--- config.mk ---
export PLATFORM = sky130hd
export DESIGN_NAME = adler32_byte_feeder
export DESIGN_NICKNAME = d
export VERILOG_FILES = /design/src/rtl/adler32_pkg.sv /design/src/rtl/adler32_byte_feeder_byte_shifter.sv /design/src/rtl/adler32_byte_feeder.sv
export SDC_FILE = /design/constraint.sdc
export NUM_CORES = 1
export LEC_CHECK = 0
export CAP_MARGIN = 10
export CORE_MARGIN = 2
export CORE_UTILIZATION = 35
export DETAILED_ROUTE_END_ITERATION = 8
export DONT_BUFFER_PORTS = 1
export PLACE_DENSITY = 0.57
export SLEW_MARGIN = 10
export SYNTH_ARGS = -nofsm -noshare
export SYNTH_HDL_FRONTEND = slang
export SYNTH_SLANG_ARGS = --single-unit
--- constraint.sdc ---
create_clock -name clock -period 2 [get_ports clock]
set_clock_uncertainty 0.1 [all_clocks]
set_input_delay 0.2 -clock clock [delete_from_list [all_inputs] [get_ports clock]]
set_output_delay 0.2 -clock clock [all_outputs]
set_load 0.005 [all_outputs]
--- src/rtl/adler32_pkg.sv ---
// Shared definitions for the adler32 byte feeder and its bench:
// FSM state encoding, minimum idle gap, Adler-32 modulus and the
// per-word byte-count helper.
package adler32_pkg;

   typedef enum logic [1:0] {
      IDLE  = 2'd0,
      SHIFT = 2'd1,
      GAP   = 2'd2
   } state_t;

   // adler32 needs one cycle for checksum_valid and one for its internal reset.
   localparam int ADLER32_MIN_GAP = 2;

   // Largest prime below 2^16; used by the reference checksum model.
   localparam int ADLER32_MOD = 65521;

   // Number of bytes to emit from a captured word: a full word unless it is
   // the final word of the message, where in_bytes holds (count - 1).
   function automatic logic [2:0] word_byte_count(input logic last, input logic [1:0] nbytes);
      return last ? ({1'b0, nbytes} + 3'd1) : 3'd4;
   endfunction

endpackage

--- src/rtl/adler32_byte_feeder_byte_shifter.sv ---
// byte_shifter: 32-bit load/shift register with a remaining-byte counter.
// Presents the current byte and flags when it is the last one of the word.
// MSB_FIRST selects whether bytes leave from the top or the bottom lane.
module byte_shifter #(
   parameter bit MSB_FIRST = 1'b0
) (
   input  logic        clock,
   input  logic        rst,
   input  logic        load,
   input  logic        shift,
   input  logic [31:0] load_data,
   input  logic [2:0]  load_count,
   output logic [7:0]  cur_byte,
   output logic        final_byte
);

   logic [31:0] sreg;
   logic [2:0]  count;

   // Load has priority so a reload on the final byte gives back-to-back output.
   always_ff @(posedge clock) begin
      // NOTE: non-blocking assignments so every register samples pre-edge values.
      if (rst) begin
         sreg  <= '0;
         count <= '0;
      end else if (load) begin
         sreg  <= load_data;
         count <= load_count;
      end else if (shift && (count != 3'd0)) begin
         if (MSB_FIRST) begin
            sreg <= {sreg[23:0], 8'h00};
         end else begin
            sreg <= {8'h00, sreg[31:8]};
         end
         count <= count - 3'd1;
      end
   end

   assign cur_byte   = MSB_FIRST ? sreg[31:24] : sreg[7:0];
   assign final_byte = (count == 3'd1);

endmodule

--- src/rtl/adler32_byte_feeder.sv ---
// adler32_byte_feeder: serialises 32-bit message words into one byte per
// cycle for adler32, flags the final byte, then holds off the next message
// for GAP_CYCLES idle cycles.
// Optional build macro ADLER32_FEEDER_LEN_EN adds a msg_len byte counter.
module adler32_byte_feeder
   import adler32_pkg::*;
#(
   parameter int GAP_CYCLES = 2,
   parameter bit MSB_FIRST  = 1'b0
) (
   input  logic        clock,
   input  logic        rst,
   input  logic        in_valid,
   output logic        in_ready,
   input  logic [31:0] in_data,
   input  logic        in_last,
   input  logic [1:0]  in_bytes,
   output logic [7:0]  data,
   output logic        data_valid,
   output logic        last_data,
   output logic        busy
`ifdef ADLER32_FEEDER_LEN_EN
   ,
   output logic [31:0] msg_len
`endif
);

   localparam int GAP_W = $clog2(GAP_CYCLES + 1);

   if (GAP_CYCLES < ADLER32_MIN_GAP) begin : g_gap_check
      $error("adler32_byte_feeder: GAP_CYCLES must be at least ADLER32_MIN_GAP");
   end

   state_t             state;
   logic               last_word;
   logic [GAP_W-1:0]   gap_cnt;
   logic [7:0]         cur_byte;
   logic               final_byte;
   logic               accept;
   logic               shift_en;

   byte_shifter #(
      .MSB_FIRST (MSB_FIRST)
   ) u_shifter (
      .clock      (clock),
      .rst        (rst),
      .load       (accept),
      .shift      (shift_en),
      .load_data  (in_data),
      .load_count (word_byte_count(in_last, in_bytes)),
      .cur_byte   (cur_byte),
      .final_byte (final_byte)
   );

   // NOTE: in_ready is gated by rst so no word can be accepted on the reset edge.
   assign in_ready = !rst &&
                     ((state == IDLE) ||
                      ((state == SHIFT) && final_byte && !last_word));
   assign accept   = in_valid && in_ready;
   assign shift_en = (state == SHIFT);

   // Byte-side outputs decode registered state only, never the upstream inputs.
   assign data_valid = (state == SHIFT);
   assign data       = data_valid ? cur_byte : 8'h00;
   assign last_data  = data_valid && final_byte && last_word;
   assign busy       = (state != IDLE);

   // Sequencer: IDLE -> SHIFT on accept, SHIFT chains words or ends in GAP.
   always_ff @(posedge clock) begin
      if (rst) begin
         state     <= IDLE;
         last_word <= 1'b0;
         gap_cnt   <= '0;
      end else begin
         unique case (state)
            IDLE: begin
               if (accept) begin
                  state     <= SHIFT;
                  last_word <= in_last;
               end
            end
            SHIFT: begin
               if (final_byte) begin
                  if (last_word) begin
                     state   <= GAP;
                     gap_cnt <= '0;
                  end else if (accept) begin
                     last_word <= in_last;
                  end else begin
                     state <= IDLE;
                  end
               end
            end
            GAP: begin
               if (gap_cnt == GAP_W'(GAP_CYCLES - 1)) begin
                  state <= IDLE;
               end else begin
                  gap_cnt <= gap_cnt + GAP_W'(1);
               end
            end
            default: state <= IDLE;
         endcase
      end
   end

`ifdef ADLER32_FEEDER_LEN_EN
   logic [31:0] len_q;
   logic        new_msg;

   // msg_len includes the byte on data this cycle; it restarts at 1 on the
   // first byte after a last_data and otherwise holds between messages.
   assign msg_len = data_valid ? (new_msg ? 32'd1 : len_q + 32'd1) : len_q;

   // Track the running length and whether the next byte opens a new message.
   always_ff @(posedge clock) begin
      if (rst) begin
         len_q   <= '0;
         new_msg <= 1'b1;
      end else if (data_valid) begin
         len_q   <= msg_len;
         new_msg <= last_data;
      end
   end
`endif

endmodule
# Word-level counts from Yosys, hierarchy flattened
# Cells that the tools add are included.
# W data, S select, Z words.
[totals] regBits=40 latch_bits=0 ramBits=0 romBits=0 input_bits=38 out_inout_bits=12 elab_cells=57 mem_count=0
[op_classes] n_addsub=3 n_mul=0 div=0 n_lt_le_gt_ge=0 n_eq_ne=10 shifts=0 muxes=21 n_bitwise=0 reduce_logical=18
[ops] operator="$mux W32" n=2
[ops] operator="$mux W2" n=8
[ops] operator="$mux W3" n=3
[ops] operator="$mux W8" n=1
[ops] operator="$reduce_and A4 Y1" n=2
[ops] operator="$reduce_bool A2 Y1" n=4
[ops] operator="$logic_and A1 B1 Y1" n=6
[ops] operator="$ne A2 B2 Y1 const B" n=3
[ops] operator="$pmux W2 S3" n=1
[ops] operator="$eq A2 B1 Y1 const B" n=2
[ops] operator="$mux W1" n=4
[ops] operator="$ne A2 B1 Y1 const B" n=2
[ops] operator="$pmux W2 S2" n=1
[ops] operator="$add A2 B1 Y3 const B" n=1
[ops] operator="$eq A3 B1 Y1 const B" n=1
[ops] operator="$ne A3 B3 Y1 const B" n=1
[ops] operator="$reduce_and A3 Y1" n=1
[ops] operator="$reduce_bool A3 Y1" n=1
[ops] operator="$sub A3 B1 Y3 const B" n=1
[ops] operator="$add A2 B1 Y2 const B" n=1
[ops] operator="$eq A2 B2 Y1 const B" n=1
[ops] operator="$logic_not A1 Y1" n=2
[ops] operator="$logic_not A2 Y1" n=1
[ops] operator="$pmux W1 S2" n=1
[ops] operator="$logic_or A1 B1 Y1" n=1

# Logic depth before layout (Yosys ltp)
[logic_depth] word_depth=10 depth_mapped=8 ltp_nobuf=6

# Modules after synthesis
# From an unflattened synthesis, not the netlist that was laid out.
[hier_totals] hier_cells=254 hier_area_um2=2316.0
[modules_own_cells] mod="byte_shifter" instances=1 cells_each=210 area_per_inst_um2=1960.6 seq_area_each_um2=700.7
[modules_own_cells] mod="adler32_byte_feeder" instances=1 cells_each=44 area_per_inst_um2=355.3 seq_area_each_um2=100.1

# Worst setup path before layout
# Ideal clock, no wire load.
[synth_path] path_type="register to register" from="reg u_shifter.count[0]" to="reg u_shifter.sreg[20]" setup_time_ns=0.095 arrival_time_ns=1.758 slack_ns=0.047 stages_incl_launch_ff=9 n_path_buf=2 path_cell_list="dfxtp_1 inv_1 ha_1 ha_1 or3b_1 buf_6 buf_8 mux2i_1 a221oi_1"
[synth_via] elab_chain_len=7 elab_cells_between_ends=10 classes_between="1 x eq/ne; 1 x mux; 8 x reduce/logical"
[synth_lines] item="start, declared" line="adler32_byte_feeder_byte_shifter.sv:18" text="logic [2:0] count;"
[synth_lines] item="start signal, assigned" line="adler32_byte_feeder_byte_shifter.sv:28" text="count <= load_count;"
[synth_lines] item="start signal, assigned" line="adler32_byte_feeder_byte_shifter.sv:35" text="count <= count - 3'd1;"
[synth_lines] item="$eq A3 B1 Y1" line="adler32_byte_feeder_byte_shifter.sv:40" text="assign final_byte = (count == 3'd1);"
[synth_lines] item="$logic_and A1 B1 Y1 (2 in a row)" line="adler32_byte_feeder.sv:58" text="((state == SHIFT) && final_byte && !last_word));"
[synth_lines] item="$logic_or A1 B1 Y1" line="adler32_byte_feeder.sv:57" text="((state == IDLE) ||"
[synth_lines] item="$logic_and A1 B1 Y1" line="adler32_byte_feeder.sv:56" text="assign in_ready = !rst &&"
[synth_lines] item="$logic_and A1 B1 Y1" line="adler32_byte_feeder.sv:59" text="assign accept = in_valid && in_ready;"
[synth_lines] item="$mux W32 / $reduce_bool A2 Y1 (equally long branches)"
[synth_lines] item="end signal, assigned" line="adler32_byte_feeder_byte_shifter.sv:27" text="sreg <= load_data;"
[synth_lines] item="end signal, assigned" line="adler32_byte_feeder_byte_shifter.sv:31" text="sreg <= {sreg[23:0], 8'h00};"
[synth_lines] item="end signal, assigned" line="adler32_byte_feeder_byte_shifter.sv:33" text="sreg <= {8'h00, sreg[31:8]};"
[synth_lines] item="end, declared" line="adler32_byte_feeder_byte_shifter.sv:17" text="logic [31:0] sreg;"
# Parallel ways exist; a longest one is shown, timed or not.
# A chain may end at the register's enable or synchronous reset.

# Worst setup path in the final report
[layout_path] from="reg u_shifter.count[0]" to="reg u_shifter.sreg[2]"
# Same word-level chain as after synthesis.

==> results.md <==
Floorplanning:
- The die is 80.8 um wide.
- The number of top-level pins is 50.
- The total number of placement rows is 27.
- The starting density of the core is 36.8%.
- The floorplan step defined a core boundary enclosing 0.00561 sq mm.
- The vertical extent of the die is 80.8 um.
- The die area is 0.00652 sq mm.

Synthesis:
- The largest total area in the synthesized netlist belongs to dfxtp_1.
- The net count of the mapped netlist is 260.
- After synthesis the cells add up to 0.00206 sq mm.
- The flip-flop and latch count after synthesis is 40.
- The Yosys warning count is 0.
- The fraction of registers with async set/reset is 0%.
- The mean area per synthesized cell is 9.50 sq um.
- The area fraction of the dominant cell type after synthesis is 38.8%.
- The multiplexer fraction of the synthesized cell area is 16.0%.
- Synthesis produced 217 cells.
- The synthesized netlist devotes 16.7% of its cell area to simple gates.
- Summing the sequential cell areas from Yosys gives 38.8% of the chip area.
- The xor and xnor area share after synthesis is 0.425%.
- The count of different cell masters after synthesis is 37.
- By area the synthesized netlist is led by dfxtp_1, mux2i_1, a221oi_1.
- The dominant combinational cell family by area after synthesis is compound AO/OA/AOI/OAI gates.
- The adder and majority gate portion of the synthesized area is 3.03%.
- The complex-gate fraction of the synthesized area is 17.1%.
- In the synthesized netlist the dominant register cell turns out to be dfxtp_1.
- In this run, synthesis inferred 0 flip-flops with an integrated enable.

Critical path:
- The critical path in this run is classified as flop to flop.
- The worst setup path is launched from a flop.
- The element type at the critical path end is a flop.
- The first element of the critical path is u_shifter.count[0]$_SDFFE_PP0P_.
- The end of the worst register-to-register path is u_shifter.sreg[2]$_SDFFE_PP0P_.
- Measured in cells, the most critical reg-to-reg path has a length of 8.
- The startpoint of the worst-slack reg-to-reg timing path is u_shifter.count[0]$_SDFFE_PP0P_.
- STA puts the critical path data arrival time at 1.94 ns.
- The required time reported for the critical path endpoint is 2.01 ns.
- The critical path endpoint is u_shifter.sreg[2]$_SDFFE_PP0P_.
- The biggest fanout along the worst timing path is 7.
- The minimum setup slack among reg-to-reg paths is 0.07 ns.

Placement:
- The half-perimeter wire length of the detailed placement result is 3330 um.
- The worst setup slack before clock tree synthesis is 0.0156 ns.
- The placed cell area is 0.00216 sq mm.
- The weighted congestion reported at the end of routability-driven placement is 0.805.
- In this run the tool buffered the top-level ports with 0 buffer cells.

Routing:
- In the routed design, unresolved DRC markers number 0.
- The starting DRC count in detailed routing is 127.
- The detailed-routing iteration count for the pre-antenna-repair pass is 4.
- In the routed layout, each cell is associated on average with a via count of 5.39.
- The residual antenna-violating net count after detailed routing is 0.
- The number of vias after detailed routing is 1645.
- The wire length reported by the detailed router is 4920 um.
- Dividing the detail-routed wire length by the instance count gives 16.1 um.

Pwr:
- Power spread over the standard cell area amounts to 780 mW/mm^2.
- The share of total power dissipated in sequential elements is 48.7%.
- The internal cell power is 1340 uW.
- Net switching is 29.3% of the power.
- The logic gate share of total power is 23.7%.
- In this run, the clock network consumes 27.6% of the power.
- The analysis attributes to net switching a power of 555 uW.
- IR analysis of the VDD net gives a maximum drop of 0.000262 V.
- For this design the static power due to leakage is 0.000985 uW.

Timing:
- At the pin with the least slew margin, the transition time is 1.16 ns.
- The setup slack after layout is 0.0694 ns.
- In this run the tightest slew margin relative to its limit is 22.4%.
- The maximum operating frequency is 0.518 GHz.
- The number of pins exceeding their max-slew limit in the final report is 0.
- In the finished design, the share of the clock period the worst path needs comes to 96.5%.
- The count of final hold-check violations is 0.
- Summed over all failing endpoints, the final setup total negative slack is 0 ns.
- Final hold analysis gives a worst-case slack of 0.0105 ns.
- The routed design could run at a clock period as short as 1.93 ns.
- Setup violations remaining at the end of the flow were counted as 0.

Clock network:
- TritonCTS built the clock tree.
- The TritonCTS sink count is 40.
- Counting along the longest clock path gives a buffer depth of 2.
- The number of buffers created by CTS is 5.
- After clock tree synthesis, the clock-pin slew on the worst setup and hold paths is 0.08 ns.
- The number of H-tree levels is 2.
- The buffer type at the clock tree root is clkbuf_8.
- The clock latency of the later-clocked register in the worst-skew pair is 0.29 ns.

Flow run:
- The max-cap violation count is 0.

Global route:
- For this run the aggregate overflow at the end of global routing stands at 0.
- The number of global-route vias before repair came to 1533.
- The first-pass GRT wire length is 7650 um.
- The number of antenna violations at the first check in global routing came to 0.
- The maximum number of pins on one net before global-route repair is 29.
- The total routing usage reported by global routing is 15.6%.

Finish:
- The commonest non-fill, non-tap cell in the layout is dfxtp_1.
- After routing the design area is 0.00242 sq mm.
- The area added between synthesis and finish is 17.6%.
- The repair_antennas step left the layout with diodes totalling 0.
- The layout net count is 276.
- Cells with a size suffix above 1 make up 16.3% of the layout.
- In the layout the commonest cells are dfxtp_1, mux2i_1, nor2_1.
- At the end of the flow the core is filled with cells to 43.2%.

Min path:
- The type of the tightest min-delay check is input port to flop.

Outcome:
- The flow ran to the end, and the final reports show no timing, DRC or antenna violations.
[stage by stage]
stage                     total power [uW]  instances
after floorplan                       1240        217
after CTS                             1870        302
after global placement                1310        285
after global routing                  2000        305
after detailed placement              1320        285
final                                 1890        305
[what timing repair did]
item,CTS,global route
cloned,0,1
hold buffers,10,0
endpoints found under the hold margin,37,0
endpoints found under the setup margin,3,19
gates resized for setup,1,10
buffers inserted,0,2
pin swaps,0,10
[metal layers]
| metal | routed length (um) | vias up | global-route usage [%] | part of all wire [%] |
|---|---|---|---|---|
| li1 | - | 822 | - | - |
| met1 | 2410 | 771 | 21.8 | 49 |
| met2 | 2090 | 46 | 22.7 | 43 |
| met3 | 348 | 6 | 5.22 | 7.1 |
| met4 | 65 | 0 | 5.08 | 1.3 |
| met5 | 0 | - | 0 | 0 |
[Yosys cell counts (3+ instances only)]
library cell  count
buf_2             6
nand2b_1          3
nor2_1           25
and2_1            9
a221oi_1         23
ha_1              5
buf_4             3
nand2_1          14
dfxtp_1          40
nand3_1           8
inv_1             8
a21oi_1           5
clkbuf_1          5
mux2i_1          33
[worst max-delay path: stages (launching register included)]
cell and delay, ns:
dfxtp_2 0.34, inv_2 0.04, ha_4 0.15, ha_4 0.15
buf_4 0.13, nor3b_4 0.33, clkbuf_16 0.23, mux2i_1 0.18
a221oi_1 0.09
[power groups by stage]
stage          Sequential, uW  Clock, uW  Combinational [uW]
2_1_floorplan             918          0                 318
3_3_place_gp              936          0                 378
3_5_place_dp              938          0                 383
4_1_cts                   920        543                 408
5_1_grt                   929        574                 500
6_report                  921        523                 448
[cell families after synthesis]
kind of cell / Yosys count
AOI/OAI and AO/OA: 41
xor gates and xnor gates: 1
adders and majority gates: 5
buffers and inverters: 27
DFF: 40
muxes: 33
and+or+nand+nor: 70
[flip-flops by register name (all words and copies together) (netlist names)]
name             count
u_shifter.sreg      32
gap_cnt              2
last_word            1
state                2
u_shifter.count      3
[how the worst min path moves through the flow]
stage | start | endpoint | slack (ns) | cells after the start
3_5_place_dp | rst | gap_cnt[0]$_SDFFE_PP0P_ | 0.17 | 1
2_1_floorplan | in_data[24] | u_shifter.sreg[24]$_SDFFE_PP0P_ | 0.25 | 2
6_report | in_data[16] | u_shifter.sreg[16]$_SDFFE_PP0P_ | 0.01 | 2
5_1_grt | in_data[7] | u_shifter.sreg[7]$_SDFFE_PP0P_ | 0.005 | 2
4_1_cts | in_data[16] | u_shifter.sreg[16]$_SDFFE_PP0P_ | 0.002 | 2
3_3_place_gp | rst | u_shifter.count[0]$_SDFFE_PP0P_ | 0.17 | 1
[layout make-up]
class / count / area, sq um
fill: 591 / 3180
tap: 72 / 90.1
timing repair buffer: 27 / 274
multi-input combinational: 150 / 1140
inverter: 9 / 33.8
clock inverter: 2 / 12.5
clock buffer: 5 / 68.8
sequential: 40 / 803
Note: power is estimated with default switching activity, not from simulation.
